[config.mk]
export PLATFORM = sky130hd
export DESIGN_NAME = afifo_wr_ctrl
export DESIGN_NICKNAME = d
export VERILOG_FILES = /design/src/rtl/afifo_wr_ctrl.sv
export SDC_FILE = /design/constraint.sdc
export NUM_CORES = 1
export LEC_CHECK = 0
export ABC_AREA = 1
export BUFFER_PORTS_ARGS = -buffer_cell sky130_fd_sc_hd__buf_4
export CAP_MARGIN = 20
export CELL_PAD_IN_SITES_DETAIL_PLACEMENT = 2
export CELL_PAD_IN_SITES_GLOBAL_PLACEMENT = 2
export CORE_ASPECT_RATIO = 1.1
export CORE_MARGIN = 4
export CORE_UTILIZATION = 31
export CTS_CLUSTER_SIZE = 30
export DETAILED_ROUTE_END_ITERATION = 7
export PLACE_DENSITY_LB_ADDON = 0.1
export SETUP_SLACK_MARGIN = 0.2
export SYNTH_ARGS = -nofsm -noshare
export SYNTH_HDL_FRONTEND = slang
export SYNTH_SLANG_ARGS = --single-unit
[constraint.sdc]
create_clock -name wclk -period 3.6 [get_ports wclk]
set_clock_uncertainty 0.15 [all_clocks]
set_input_delay 0 -clock wclk [delete_from_list [all_inputs] [get_ports wclk]]
set_output_delay 0 -clock wclk [all_outputs]
set_load 0.005 [all_outputs]
[src/rtl/afifo_wr_ctrl.sv]
// afifo_wr_ctrl: write-side controller of the async FIFO (RAM write port, Gray pointers, full/count/overflow).
// Define AFIFO_WR_ALMOST_FULL_EN to add the registered wr_almost_full flag.
module afifo_wr_ctrl #(
   parameter int DATASIZE = 8,
   parameter int ADDRSIZE = 4
`ifdef AFIFO_WR_ALMOST_FULL_EN
   , parameter int AFULL_THRESH = 2
`endif
) (
   input  logic                wclk,
   input  logic                wrst,
   input  logic [DATASIZE-1:0] idata,
   input  logic                wren,
   output logic                wr_full,
   input  logic [ADDRSIZE:0]   rptr_gray_in,
   output logic [ADDRSIZE:0]   wptr_gray,
   output logic                mem_wen,
   output logic [ADDRSIZE-1:0] mem_waddr,
   output logic [DATASIZE-1:0] mem_wdata,
   output logic [ADDRSIZE:0]   wr_count,
   output logic                wr_overflow
`ifdef AFIFO_WR_ALMOST_FULL_EN
   , output logic              wr_almost_full
`endif
);
   typedef logic [ADDRSIZE:0] ptr_t;
   ptr_t wbin_q, wbin_d, wgray_q, wgray_d, rq1_q, rq2_q, rbin, count_q, count_d;
   logic full_q, full_d, ovf_q, ovf_d, accept;
   // Gray to binary: each binary bit is the XOR of all Gray bits at or above it
   for (genvar i = 0; i <= ADDRSIZE; i++) begin : g_rbin
      assign rbin[i] = ^(rq2_q >> i);
   end
   always_comb begin
      accept  = wren & ~full_q;
      wbin_d  = wbin_q + ptr_t'(accept);
      wgray_d = wbin_d ^ (wbin_d >> 1);
      count_d = wbin_d - rbin;
      full_d  = wgray_d == {~rq2_q[ADDRSIZE:ADDRSIZE-1], rq2_q[ADDRSIZE-2:0]};
      ovf_d   = wren & full_q;
   end
   always_ff @(posedge wclk or posedge wrst) begin
      if (wrst) begin
         wbin_q  <= '0;
         wgray_q <= '0;
         rq1_q   <= '0;
         rq2_q   <= '0;
         full_q  <= 1'b0;
         count_q <= '0;
         ovf_q   <= 1'b0;
      end else begin
         wbin_q  <= wbin_d;
         wgray_q <= wgray_d;
         rq1_q   <= rptr_gray_in;
         rq2_q   <= rq1_q;
         full_q  <= full_d;
         count_q <= count_d;
         ovf_q   <= ovf_d;
      end
   end
   assign mem_wen     = accept;
   assign mem_waddr   = wbin_q[ADDRSIZE-1:0];
   assign mem_wdata   = idata;
   assign wptr_gray   = wgray_q;
   assign wr_full     = full_q;
   assign wr_count    = count_q;
   assign wr_overflow = ovf_q;
`ifdef AFIFO_WR_ALMOST_FULL_EN
   localparam ptr_t AF_LVL = ptr_t'((1 << ADDRSIZE) - AFULL_THRESH);
   logic afull_q;
   always_ff @(posedge wclk or posedge wrst) begin
      if (wrst) afull_q <= 1'b0;
      else afull_q <= count_d >= AF_LVL;
   end
   assign wr_almost_full = afull_q;
`endif
endmodule

==> impl_metrics.tcl <==
set metrics [dict create \
    die_h_um 76.6 \
    met2_usage 0.272 \
    yosysTopAreaCellShare 0.490 \
    clkTransAtPathRegs_ns 0.09 \
    start_kind "flop" \
    cp.arrival_ns 2.46 \
    overflow 0 \
    slowest_delay_ns 0.41 \
    diodes 0 \
    cts_buffer_depth 2 \
    cpMaxStageDelayCell "dfrtp_1" \
    cts_setup_buffers 0 \
    synthDistinctLibCells 20 \
    cp_max_fo 6 \
    crit_type "reg -> reg" \
    period_needed_ns 2.43 \
    start_util 0.327 \
    relSlewSlack 0.743 \
    ir_drop_uv 292 \
    htreeDepth 1 \
    fin_crit_sh 0.676 \
    dieArea_um2 5390 \
    power_density_nw_per_um2 791 \
    cts_buffers 3 \
    path_cells "nor2_1 -> ha_1 -> ha_1 -> inv_1 -> nand2_1 -> nand2_2 -> ha_1 -> a21oi_1 -> nand2_1 -> nand2_1 -> nand2_1" \
    area_growth_pct 29.6 \
    grt_max_degree 27 \
    cp_top_family "adder cells" \
    grt-busiest-layer "met2" \
    track_usage 0.142 \
    maxSlewViolCount 0 \
    timing_hold_violations_final 0 \
    ys_seq_area_frac 0.490 \
    viasPerCell 4.60 \
    final_antenna_net_count 0 \
    timing.hold.ws_ns 0.118 \
    clock_latency_ns 0.27 \
    crit_path_end_kind "flop" \
    setup_viol 0 \
    cts_tree "done" \
    drive_gt1_frac 0.226 \
    drcViolationCount 0 \
    tightest_slew_ns 0.386 \
    crit_top_cell "nand2_1" \
    synth_top_area_cell "dfrtp_1" \
    grt_pass1_wl_um 6110 \
    drt-total-wl_um 3640 \
    clock-sinks 26 \
    antenna_found_initial 0 \
    rows 24 \
    crit_required_ns 3.62 \
    cp_num_buf_inv 1 \
    core_um2 4050 \
    finalNetCount 210 \
    fin_setup_tns_ns 0 \
    synth.area.top_cells "dfrtp_1, nand2_1, nand3_1" \
    status "finished, final reports clean" \
    root_buffer "clkbuf_8" \
    syn-cell-area_um2 1330 \
    cellLeakagePower_nw 0.929 \
    place.gp.congestion 0.806 \
    die_width_um 70.4 \
    firstDrtPassIters 3 \
    portBuffers 24 \
    ys_warn_count 0 \
    syn_inst 152 \
    hold_path_class "in -> async" \
    max_cap_violations 0 \
    rsz0062_at_grt "no" \
    ios 41 \
    use_met1 0.157 \
    drt_iter0_drc 19 \
    grtUsageMet3 0.0264 \
    synth_fp_nets 174 \
    first_global_vias 1273 \
    avgSynthCellArea_um2 8.73 \
    synth-seq-cells 26 \
    hpwlAfterDp_um 2870 \
    dr_total_vias 1095 \
    max_freq_ghz 0.411 \
    wire_per_inst_um 15.3 \
]
what timing repair did:
item / 4_1_cts / 5_1_grt
endpoints found under the hold margin: 40 / 0
hold buffers: 15 / 0
resized for setup: 0 / 0
layout make-up:
cell class | instances | area [µm²]
fill | 456 | 2330
sequential | 26 | 651
inverter | 24 | 90.1
clock buffer | 3 | 41.3
multi-input combinational | 93 | 515
tap | 52 | 65.1
timing repair buffer | 40 | 358
stage by stage:
| stage | utilization | std cells | worst slack, ns | cell area (µm²) | power (mW) |
|---|---|---|---|---|---|
| floorplan | - | 152 | 1.45 | 1330 | 0.914 |
| global placement | 0.370 | 219 | 1.30 | 1500 | 1.15 |
| detailed placement | 0.370 | 219 | 1.14 | 1500 | 1.20 |
| CTS | 0.418 | 237 | 1.12 | 1690 | 1.39 |
| global route | 0.424 | 238 | 0.977 | 1720 | 1.49 |
| finish | 0.424 | 238 | 1.17 | 1720 | 1.36 |
path summary, 6_finish.rpt:
check,startpoint,end,slack [ns],cells past startpoint
worst max-delay path,wr_full,wr_count[3],1.17,11
worst min-delay path,wrst,rq1_q[1],0.12,3
worst max register to register,wr_full,wr_count[3],1.17,11
worst min register to register,rq1_q[2],rq2_q[2],0.21,0
max in group asynchronous,wrst,wbin_q[1],2.74,4
min in group wclk,rq1_q[2],rq2_q[2],0.21,0
placed cells by master (no fill, tap or decap):
cell / netlist / final
nand2_1: 44 / 44
dfrtp_1: 26 / 26
buf_4: 8 / 24
inv_1: 20 / 20
nand3_1: 17 / 17
dlygate4sd3_1: 0 / 15
nand2_2: 7 / 7
xor2_1: 5 / 5
ha_1: 5 / 5
nand4_1: 4 / 4
nor2_1: 3 / 3
inv_2: 3 / 3
clkbuf_8: 0 / 3
nand3_2: 2 / 2
xnor2_1: 1 / 1
nand2_4: 1 / 1
a21boi_1: 1 / 1
clkinv_1: 1 / 1
nor2_2: 1 / 1
a21oi_1: 1 / 1
fa_1: 1 / 1
buf_16: 0 / 1
worst min-delay path, delay by kind of cell:
family / cells / cell delay [ns]
buffers and inverters: 3 / 0.96
registers in the layout, indices dropped and copies added, names as in the netlist:
signal and flops:
rq1_q 5, rq2_q 5, wbin_q 5, wptr_gray 4
wr_count 5, wr_full 1, wr_overflow 1
layer usage:
metal	wire length [µm]	vias to the layer above
li1	-	526
met1	1500	538
met2	1970	29
met3	149	2
met4	22	0
met5	0	-
cell families (layout without fill, tap and decap cells):
logic type	count (synthesis)	after routing	synth area share
simple gates	79	79	0.277
buf+inv	33	67	0.122
flops	26	26	0.490
fa+ha+maj	6	6	0.0622
xor+xnor	6	6	0.0396
compound gates	2	2	0.00942
synthesized netlist by cell type (all sizes together):
master and count:
nor2 4, clkinv 1, a21boi 1, nand4 4
buf 9, fa 1, a21oi 1, nand2 52
inv 23, xnor2 1, nand3 19, ha 5
dfrtp 26, xor2 5
report_power, final:
part           internal (mW)  total [mW]  switching (mW)  leakage [nW]
logic                  0.310       0.741           0.431         0.596
clock network         0.0750       0.166          0.0907        0.0216
registers              0.387       0.455          0.0683         0.312
Power figures use the tool's default switching activity.
